[config.mk]
export PLATFORM = sky130hd
export DESIGN_NAME = uart_rx_fifo
export DESIGN_NICKNAME = d
export VERILOG_FILES = /design/src/rtl/uart_rx_fifo.sv
export SDC_FILE = /design/constraint.sdc
export NUM_CORES = 1
export LEC_CHECK = 0
export CAP_MARGIN = 5
export CELL_PAD_IN_SITES_DETAIL_PLACEMENT = 1
export CELL_PAD_IN_SITES_GLOBAL_PLACEMENT = 2
export CORE_AREA = 2 2 86 88
export CTS_BUF_LIST = sky130_fd_sc_hd__clkbuf_4 sky130_fd_sc_hd__clkbuf_8
export CTS_CLUSTER_SIZE = 10
export DETAILED_ROUTE_END_ITERATION = 10
export DIE_AREA = 0 0 88 90
export PLACE_DENSITY = 0.81
export SLEW_MARGIN = 25
export SYNTH_ARGS = -nofsm -noshare
export SYNTH_HDL_FRONTEND = slang
export SYNTH_SLANG_ARGS = --single-unit
[constraint.sdc]
create_clock -name clk -period 3.9 [get_ports clk]
set_input_delay 0.585 -clock clk [delete_from_list [all_inputs] [get_ports clk]]
set_output_delay 0.585 -clock clk [all_outputs]
set_load 0.05 [all_outputs]
[src/rtl/uart_rx_fifo.sv]
// uart_rx_fifo
//   Byte FIFO sitting behind a UART receiver. The receiver's rx_valid flag
//   is asynchronous to clk. It is synchronised, and its rising edge writes
//   rx_data into the FIFO. The consumer side is show-ahead: dout presents
//   the head byte, and rd_en pops it.
//
// Parameters
//   DEPTH     number of entries. Must be a power of two in the range 2..64.
//
// Ports
//   clk       system clock, at least 4x the upstream baud rate
//   rst_n     asynchronous active-low reset
//   rx_data   received byte, stable while rx_valid is high
//   rx_valid  receiver valid pulse, asynchronous to clk
//   rd_en     pop request, sampled on the rising edge of clk
//   dout      head-of-FIFO byte, or 8'h00 when empty
//   empty     FIFO holds no entries
//   full      FIFO holds DEPTH entries
//   count     current occupancy, 0..DEPTH
//   ovf_clr   clears the overflow flag (UART_RX_FIFO_OVF_EN only)
//   overflow  sticky flag: a byte was dropped (UART_RX_FIFO_OVF_EN only)
//
// Build option
//   UART_RX_FIFO_OVF_EN  When defined, adds the ovf_clr/overflow ports and
//                        the sticky drop flag. Without it, drops are silent.
module uart_rx_fifo #(
  parameter int DEPTH = 8
) (
  input  logic                     clk,
  input  logic                     rst_n,
  input  logic [7:0]               rx_data,
  input  logic                     rx_valid,
  input  logic                     rd_en,
  output logic [7:0]               dout,
  output logic                     empty,
  output logic                     full,
  output logic [$clog2(DEPTH):0]   count
`ifdef UART_RX_FIFO_OVF_EN
  ,
  input  logic                     ovf_clr,
  output logic                     overflow
`endif
);

  localparam int PW = $clog2(DEPTH);
  localparam int CW = PW + 1;

  logic          s1_q, s2_q, s3_q;
  logic [PW-1:0] wr_ptr_q, wr_ptr_d;
  logic [PW-1:0] rd_ptr_q, rd_ptr_d;
  logic [CW-1:0] count_q, count_d;
  logic [7:0]    mem_q [DEPTH];

  logic wr_evt;   // rising edge of synchronised rx_valid
  logic rd_acc;   // pop accepted
  logic wr_acc;   // push accepted

  // The synchroniser resets to 1. This way a pulse that is already high when
  // reset is released looks like a level, not an edge, and is not captured.
  // NOTE: sequential state uses non-blocking assignments only, so every flop
  // samples the pre-edge values of the others.
  always_ff @(posedge clk or negedge rst_n) begin
    if (!rst_n) begin
      s1_q <= 1'b1;
      s2_q <= 1'b1;
      s3_q <= 1'b1;
    end else begin
      s1_q <= rx_valid;
      s2_q <= s1_q;
      s3_q <= s2_q;
    end
  end

  assign wr_evt = s2_q & ~s3_q;
  assign empty  = (count_q == '0);
  assign full   = (count_q == CW'(DEPTH));
  assign count  = count_q;

  // A pop is only honoured when there is data. A push into a full FIFO is
  // accepted only when a pop on the same edge frees the slot.
  assign rd_acc = rd_en & ~empty;
  assign wr_acc = wr_evt & (~full | rd_acc);

  // NOTE: every always_comb output gets a default first, so no path can
  // leave it unassigned and infer a latch.
  always_comb begin
    wr_ptr_d = wr_ptr_q;
    rd_ptr_d = rd_ptr_q;
    count_d  = count_q;
    if (wr_acc) wr_ptr_d = wr_ptr_q + PW'(1);
    if (rd_acc) rd_ptr_d = rd_ptr_q + PW'(1);
    if (wr_acc && !rd_acc)      count_d = count_q + CW'(1);
    else if (rd_acc && !wr_acc) count_d = count_q - CW'(1);
  end

  always_ff @(posedge clk or negedge rst_n) begin
    if (!rst_n) begin
      wr_ptr_q <= '0;
      rd_ptr_q <= '0;
      count_q  <= '0;
    end else begin
      wr_ptr_q <= wr_ptr_d;
      rd_ptr_q <= rd_ptr_d;
      count_q  <= count_d;
    end
  end

  // NOTE: the storage array has no reset. Its contents are only observable
  // through count/rd_ptr, and those are reset, so the stale bytes are
  // unreachable.
  always_ff @(posedge clk) begin
    if (wr_acc) mem_q[wr_ptr_q] <= rx_data;
  end

  assign dout = empty ? 8'h00 : mem_q[rd_ptr_q];

`ifdef UART_RX_FIFO_OVF_EN
  logic overflow_q, overflow_d;
  logic drop;

  // A drop wins over a coincident clear, so a lost byte is never hidden.
  assign drop = wr_evt & full & ~rd_acc;

  always_comb begin
    overflow_d = overflow_q;
    if (drop)         overflow_d = 1'b1;
    else if (ovf_clr) overflow_d = 1'b0;
  end

  always_ff @(posedge clk or negedge rst_n) begin
    if (!rst_n) overflow_q <= 1'b0;
    else        overflow_q <= overflow_d;
  end

  assign overflow = overflow_q;
`endif

endmodule

==> flow_summary.json, run 1 <==
{
  "dieArea_um2": 7920,
  "numPortBuffers": 25,
  "rsz0062_at_grt": "false",
  "h-tree-depth": 3,
  "slew_headroom_pct": 37.03,
  "powerDensity_nw_per_um2": 818.8,
  "regToRegSetupSlack_ps": 830,
  "nFillCells": 632,
  "antenna_found_initial": 0,
  "hold_violations": 0,
  "critPathMaxFanout": 8,
  "synth_ff_type": "edfxtp_1",
  "hp-start": "s1_q$_DFF_PN1_",
  "end_kind": "output port",
  "diodes": 0,
  "synth-seq-area-share_pct": 71.64,
  "drt_iter0_drc": 75,
  "gr-usage-all-layers_pct": 17.65,
  "start_util_pct": 44.75,
  "multi_input_area_um2": 860.8,
  "arrival_ps": 2780,
  "cp_data_required_time_ps": 3310,
  "period_share_pct": 86.28,
  "post_cts_resized": 0,
  "synth_top_area_share_pct": 61.17,
  "final_area_um2": 3751,
  "routed_wl_mm": 6.141,
  "yosys.area.top_type": "edfxtp_1",
  "drive_gt1_share_pct": 25.13,
  "via_count": 1594,
  "syn-num-nets": 180,
  "die_height_um": 90,
  "worst_pin_slew_ps": 939.4,
  "reg2reg_depth": 9,
  "whs_endpoint": "s2_q$_DFF_PN1_",
  "root_buffer": "clkbuf_8",
  "hp-class": "flop to flop",
  "outcome": "finished, final reports clean",
  "routedWlPerCell_um": 20.61,
  "synth_cells": 162,
  "cts.clk_slew.worst_paths_ps": 80,
  "dp_cells": 282,
  "seq_area_um2": 2251,
  "overflow": 0,
  "fin_cells": 298,
  "postCtsHoldBufs": 0,
  "pre_cts_slack_ps": 722.4,
  "period_minus_slack_ps": 3365,
  "maxCapViolCount": 0,
  "min_path_cells": 0,
  "grt_pass1_vias": 1774,
  "ir_drop_mv": 0.3806,
  "synthArstFlopShare_pct": 16.88,
  "nets": 212,
  "yosysWarnings": 0,
  "numCtsBuffers": 9,
  "synth_area_leaders": "edfxtp_1 (61%), mux4_2 (11%), dfrtp_1 (8.0%), dfstp_2 (2.5%), a22o_1 (2.2%)",
  "grt_max_degree": 19,
  "synth_edf_count": 64,
  "synth_area_um2": 3142,
  "ios": 26,
  "rr_endpoint": "count[3]$_DFFE_PN0P_",
  "critPathKind": "flop to output port",
  "leakage_nw": 1.250,
  "syn_to_final_growth_pct": 19.39,
  "die_w_um": 88,
  "timing.fmax_ghz": 0.2972,
  "clkLatencyLatePin_ps": 350,
  "synth-seq-cells": 77,
  "cts_tree": "yes",
  "core_um2": 7020,
  "rows": 31,
  "slew_viol_final": 0,
  "detailed_place_hpwl_mm": 3.930,
  "setup_tns_ps": 0,
  "gp_congestion": 0.7646,
  "cp-start-kind": "flop",
  "fin_skew_ps": 9.561,
  "route.detailed.drc": 0,
  "setup_slack_ps": 535.1,
  "drt_pass1_iterations": 6,
  "clockBufferDepth": 2,
  "postSynthAreaPerCell_um2": 19.39,
  "synthDistinctLibCells": 35,
  "route.antenna.remaining_nets": 0,
  "post_dp_cell_area_um2": 3523,
  "grt_pass1_wl_mm": 9.908,
  "setup_viol": 0,
  "crit-reg2reg-launch": "count[1]$_DFFE_PN0P_",
  "detail_route.vias_per_cell": 5.349,
  "cts_setup_buffers": 0,
  "cts_sinks": 77
}
==> registers in the layout (all words and copies together) (netlist names) <==
name / flops
wr_ptr_q: 3
mem_q: 64
s2_q: 1
s1_q: 1
count: 4
rd_ptr_q: 3
s3_q: 1
==> layout by cell type, fill, tap and decap left out, types with 3 or more instances in the layout <==
master | netlist | routed
edfxtp_1 | 64 | 64
clkdlybuf4s50_1 | 0 | 25
mux4_2 | 16 | 16
dfrtp_1 | 10 | 10
clkbuf_8 | 0 | 9
a22o_1 | 8 | 8
xnor2_1 | 6 | 6
ha_1 | 5 | 5
inv_1 | 4 | 4
nand2_1 | 4 | 4
o211ai_1 | 4 | 4
nor3_2 | 0 | 4
nand3_1 | 3 | 3
dfstp_2 | 3 | 3
==> layer usage <==
metal	vias to the layer above	global-route usage, %	wire length [µm]
met5	-	0	0
met4	0	6.538	51
met3	6	4.959	184
met2	38	27.27	3147
met1	829	23.78	2757
li1	721	-	-
==> worst max path at each step <==
stage | startpoint | endpoint | slack (ps) | depth (start not counted)
after floorplan | count[0]$_DFFE_PN0P_ | count[3]$_DFFE_PN0P_ | 910 | 9
after global placement | count[0]$_DFFE_PN0P_ | dout[7] | 890 | 5
after detailed placement | rd_en | count[3]$_DFFE_PN0P_ | 720 | 9
after CTS | count[0]$_DFFE_PN0P_ | dout[4] | 470 | 5
after global routing | count[0]$_DFFE_PN0P_ | dout[4] | 320 | 5
final | count[0]$_DFFE_PN0P_ | dout[4] | 540 | 5
==> per-stage QoR <==
| step | power, mW | util, % | hold WS, ps |
|---|---|---|---|
| 3_5_place_dp | 2.438 | 50.19 | 348.4 |
| 4_1_cts | 3.102 | 53.36 | 356.8 |
| 3_3_place_gp | 2.389 | 50.19 | 350.1 |
| 5_1_grt | 3.227 | 53.43 | 363.6 |
| 6_report | 3.071 | 53.43 | 355.2 |
| 2_1_floorplan | 2.053 | - | 289.4 |
==> where the power goes <==
part / switching [mW] / internal, mW / total [mW] / leakage (nW)
logic: 0.706 / 0.543 / 1.25 / 0.412
registers: 0.155 / 1.00 / 1.16 / 0.728
clock network: 0.303 / 0.363 / 0.666 / 0.110
==> area by class of cell <==
type	count	area share (%)
flip-flops and latches	77	60.01
multi-input cells	75	22.95
clock inverters	7	2.635
well taps	99	3.302
repair buffers	27	7.405
clock buffers	9	3.302
inverters	4	0.4003
==> logic make-up after synthesis <==
| group | count (synthesis) | synth area share [%] |
|---|---|---|
| xor gates and xnor gates | 6 | 1.673 |
| buffers and inverters | 10 | 1.752 |
| and+or+nand+nor | 26 | 4.779 |
| DFF | 77 | 71.64 |
| AOI/OAI and AO/OA | 17 | 4.540 |
| adders and majority gates | 6 | 2.628 |
| muxes | 20 | 12.98 |
==> cell usage after synthesis, types with 2 or more instances <==
| master | n |
|---|---|
| nand3_1 | 3 |
| buf_6 | 2 |
| nor3_1 | 5 |
| nor2_1 | 4 |
| a22o_1 | 8 |
| o211ai_1 | 4 |
| dfrtp_1 | 10 |
| edfxtp_1 | 64 |
| xnor2_1 | 6 |
| mux4_2 | 16 |
| a21oi_1 | 2 |
| inv_1 | 4 |
| mux2_2 | 2 |
| dfstp_2 | 3 |
| ha_1 | 5 |
| nand2b_1 | 2 |
| nand2_1 | 4 |
==> critical path: stages, from the launching register on <==
cell and delay [ps]:
dfrtp_1 500, or4_4 210, inv_1 60, nor2_1 590, a22o_1 250, clkdlybuf4s50_1 820
No activity file was read; power rests on OpenSTA's default activity.
==> run 2, diff against run 1 <==
CORE_AREA = 2 2 66 115   (was 2 2 86 88)
DIE_AREA = 0 0 68 117   (was 0 0 88 90)
MAX_ROUTING_LAYER = met4   (was not set)
==> run 2 against run 1 <==
Wire length down 0.62%. Worst setup slack better by 33 ps. Combinational power about the same. Critical path depth down 1. Clock power down 15%. Hold slack better by 8.6 ps. Clock skew down 1.4 ps.
==> flow_summary.json, run 2 (synthesized netlist as in run 1, its figures left out) <==
{
  "cts_sinks": 77,
  "cts.clk_slew.worst_paths_ps": 70,
  "rsz0062_at_grt": "false",
  "h-tree-depth": 3,
  "top_register": "mem_q",
  "slew_headroom_pct": 43.76,
  "route.antenna.remaining_nets": 0,
  "setup_tns_ps": 0,
  "clkLatencyLatePin_ps": 340,
  "detailed_place_hpwl_mm": 4.410,
  "min_path_cells": 0,
  "post_cts_resized": 0,
  "cp-start-kind": "flop",
  "start_util_pct": 44.38,
  "post_dp_cell_area_um2": 3517,
  "timing.fmax_ghz": 0.3001,
  "dp_cells": 273,
  "via_count": 1609,
  "slew_viol_final": 0,
  "drt_iter0_drc": 78,
  "drt_pass1_iterations": 4,
  "whs_endpoint": "s2_q$_DFF_PN1_",
  "dieArea_um2": 7956,
  "die_w_um": 68,
  "syn_to_final_growth_pct": 17.80,
  "rr_endpoint": "count[3]$_DFFE_PN0P_",
  "leakage_nw": 1.255,
  "setup_viol": 0,
  "arrival_ps": 2750,
  "cts_tree": "yes",
  "grt_max_degree": 19,
  "antenna_found_initial": 0,
  "hp-start": "s1_q$_DFF_PN1_",
  "detail_route.vias_per_cell": 5.587,
  "grt_pass1_vias": 1807,
  "drive_gt1_share_pct": 22.28,
  "clockBufferDepth": 2,
  "diodes": 0,
  "worst_pin_slew_ps": 840.5,
  "final_common_cell": "edfxtp_1",
  "routedWlPerCell_um": 21.19,
  "ir_drop_mv": 0.5357,
  "overflow": 0,
  "numPortBuffers": 25,
  "critPathMaxFanout": 10,
  "final_cell_mix": "edfxtp_1 (64), clkdlybuf4s50_1 (25), mux4_2 (16)",
  "nets": 216,
  "setup_slack_ps": 568.0,
  "maxCapViolCount": 0,
  "gr-usage-all-layers_pct": 18.56,
  "crit-reg2reg-launch": "count[0]$_DFFE_PN0P_",
  "hp-class": "flop to flop",
  "fin_cells": 288,
  "period_share_pct": 85.43,
  "fin_skew_ps": 8.182,
  "cp_data_required_time_ps": 3310,
  "die_height_um": 117,
  "cts_setup_buffers": 0,
  "final_area_um2": 3701,
  "core_um2": 7079,
  "root_buffer": "clkbuf_8",
  "period_minus_slack_ps": 3332,
  "powerDensity_nw_per_um2": 802.9,
  "outcome": "finished, final reports clean",
  "pre_cts_slack_ps": 755.4,
  "numCtsBuffers": 9,
  "routed_wl_mm": 6.103,
  "ios": 26,
  "regToRegSetupSlack_ps": 870,
  "rows": 41,
  "critPathKind": "flop to output port",
  "reg2reg_depth": 9,
  "largest_reg_flops": 64,
  "gp_congestion": 0.7411,
  "hold_violations": 0,
  "end_kind": "output port",
  "postCtsHoldBufs": 0,
  "route.detailed.drc": 0,
  "grt_pass1_wl_mm": 9.846
}
==> run 2: worst max-delay path, cell delays in order (launching register included) <==
cell             delay [ps]
dfrtp_1                 720
buf_12                  230
mux4_2                  510
a22o_1                  240
clkdlybuf4s50_1         690
==> run 2: power breakdown <==
part	internal [mW]	switching, mW	total, mW
Combinational	0.548	0.693	1.24
Sequential	1.00	0.160	1.16
Clock	0.310	0.259	0.568
==> run 2: through the flow <==
step	hold WS, ps	power [mW]	util, %
after floorplan	289.4	2.053	-
after global placement	350.2	2.386	49.68
after detailed placement	354.7	2.439	49.68
after CTS	367.5	3.006	52.28
after global routing	371.4	3.117	52.28
final	363.8	2.972	52.28
==> run 2: worst max-delay path by stage <==
stage | from | end | cells past startpoint
2_1_floorplan | count[0]$_DFFE_PN0P_ | count[3]$_DFFE_PN0P_ | 9
3_3_place_gp | rd_en | count[3]$_DFFE_PN0P_ | 9
3_5_place_dp | rd_en | count[3]$_DFFE_PN0P_ | 9
4_1_cts | rd_ptr_q[0]$_DFFE_PN0P_ | dout[3] | 4
5_1_grt | count[0]$_DFFE_PN0P_ | dout[5] | 5
6_report | rd_ptr_q[0]$_DFFE_PN0P_ | dout[3] | 4
==> run 2: area by class of cell <==
cell class	instances	area [µm²]
Timing Repair Buffer	31	307.8
Inverter	4	15.01
Multi-Input combinational cell	75	835.8
Sequential cell	77	2251
Tap cell	86	107.6
Clock inverter	3	37.54
Clock buffer	12	146.4
Fill cell	665	3378
==> run 2: layer usage <==
| layer | share of wire [%] | wire length [µm] | global-route usage [%] |
|---|---|---|---|
| met1 | 39 | 2399 | 19.71 |
| met2 | 55 | 3378 | 31.91 |
| met3 | 3.1 | 187 | 4.780 |
| met4 | 2.3 | 138 | 8.000 |
| met5 | 0 | 0 | - |
==> run 3, diff against run 2 <==
SKIP_LAST_GASP = 1   (was not set)
==> results of run 3 <==
Same layout as run 2: the final DEF is identical, and so are final timing and power.
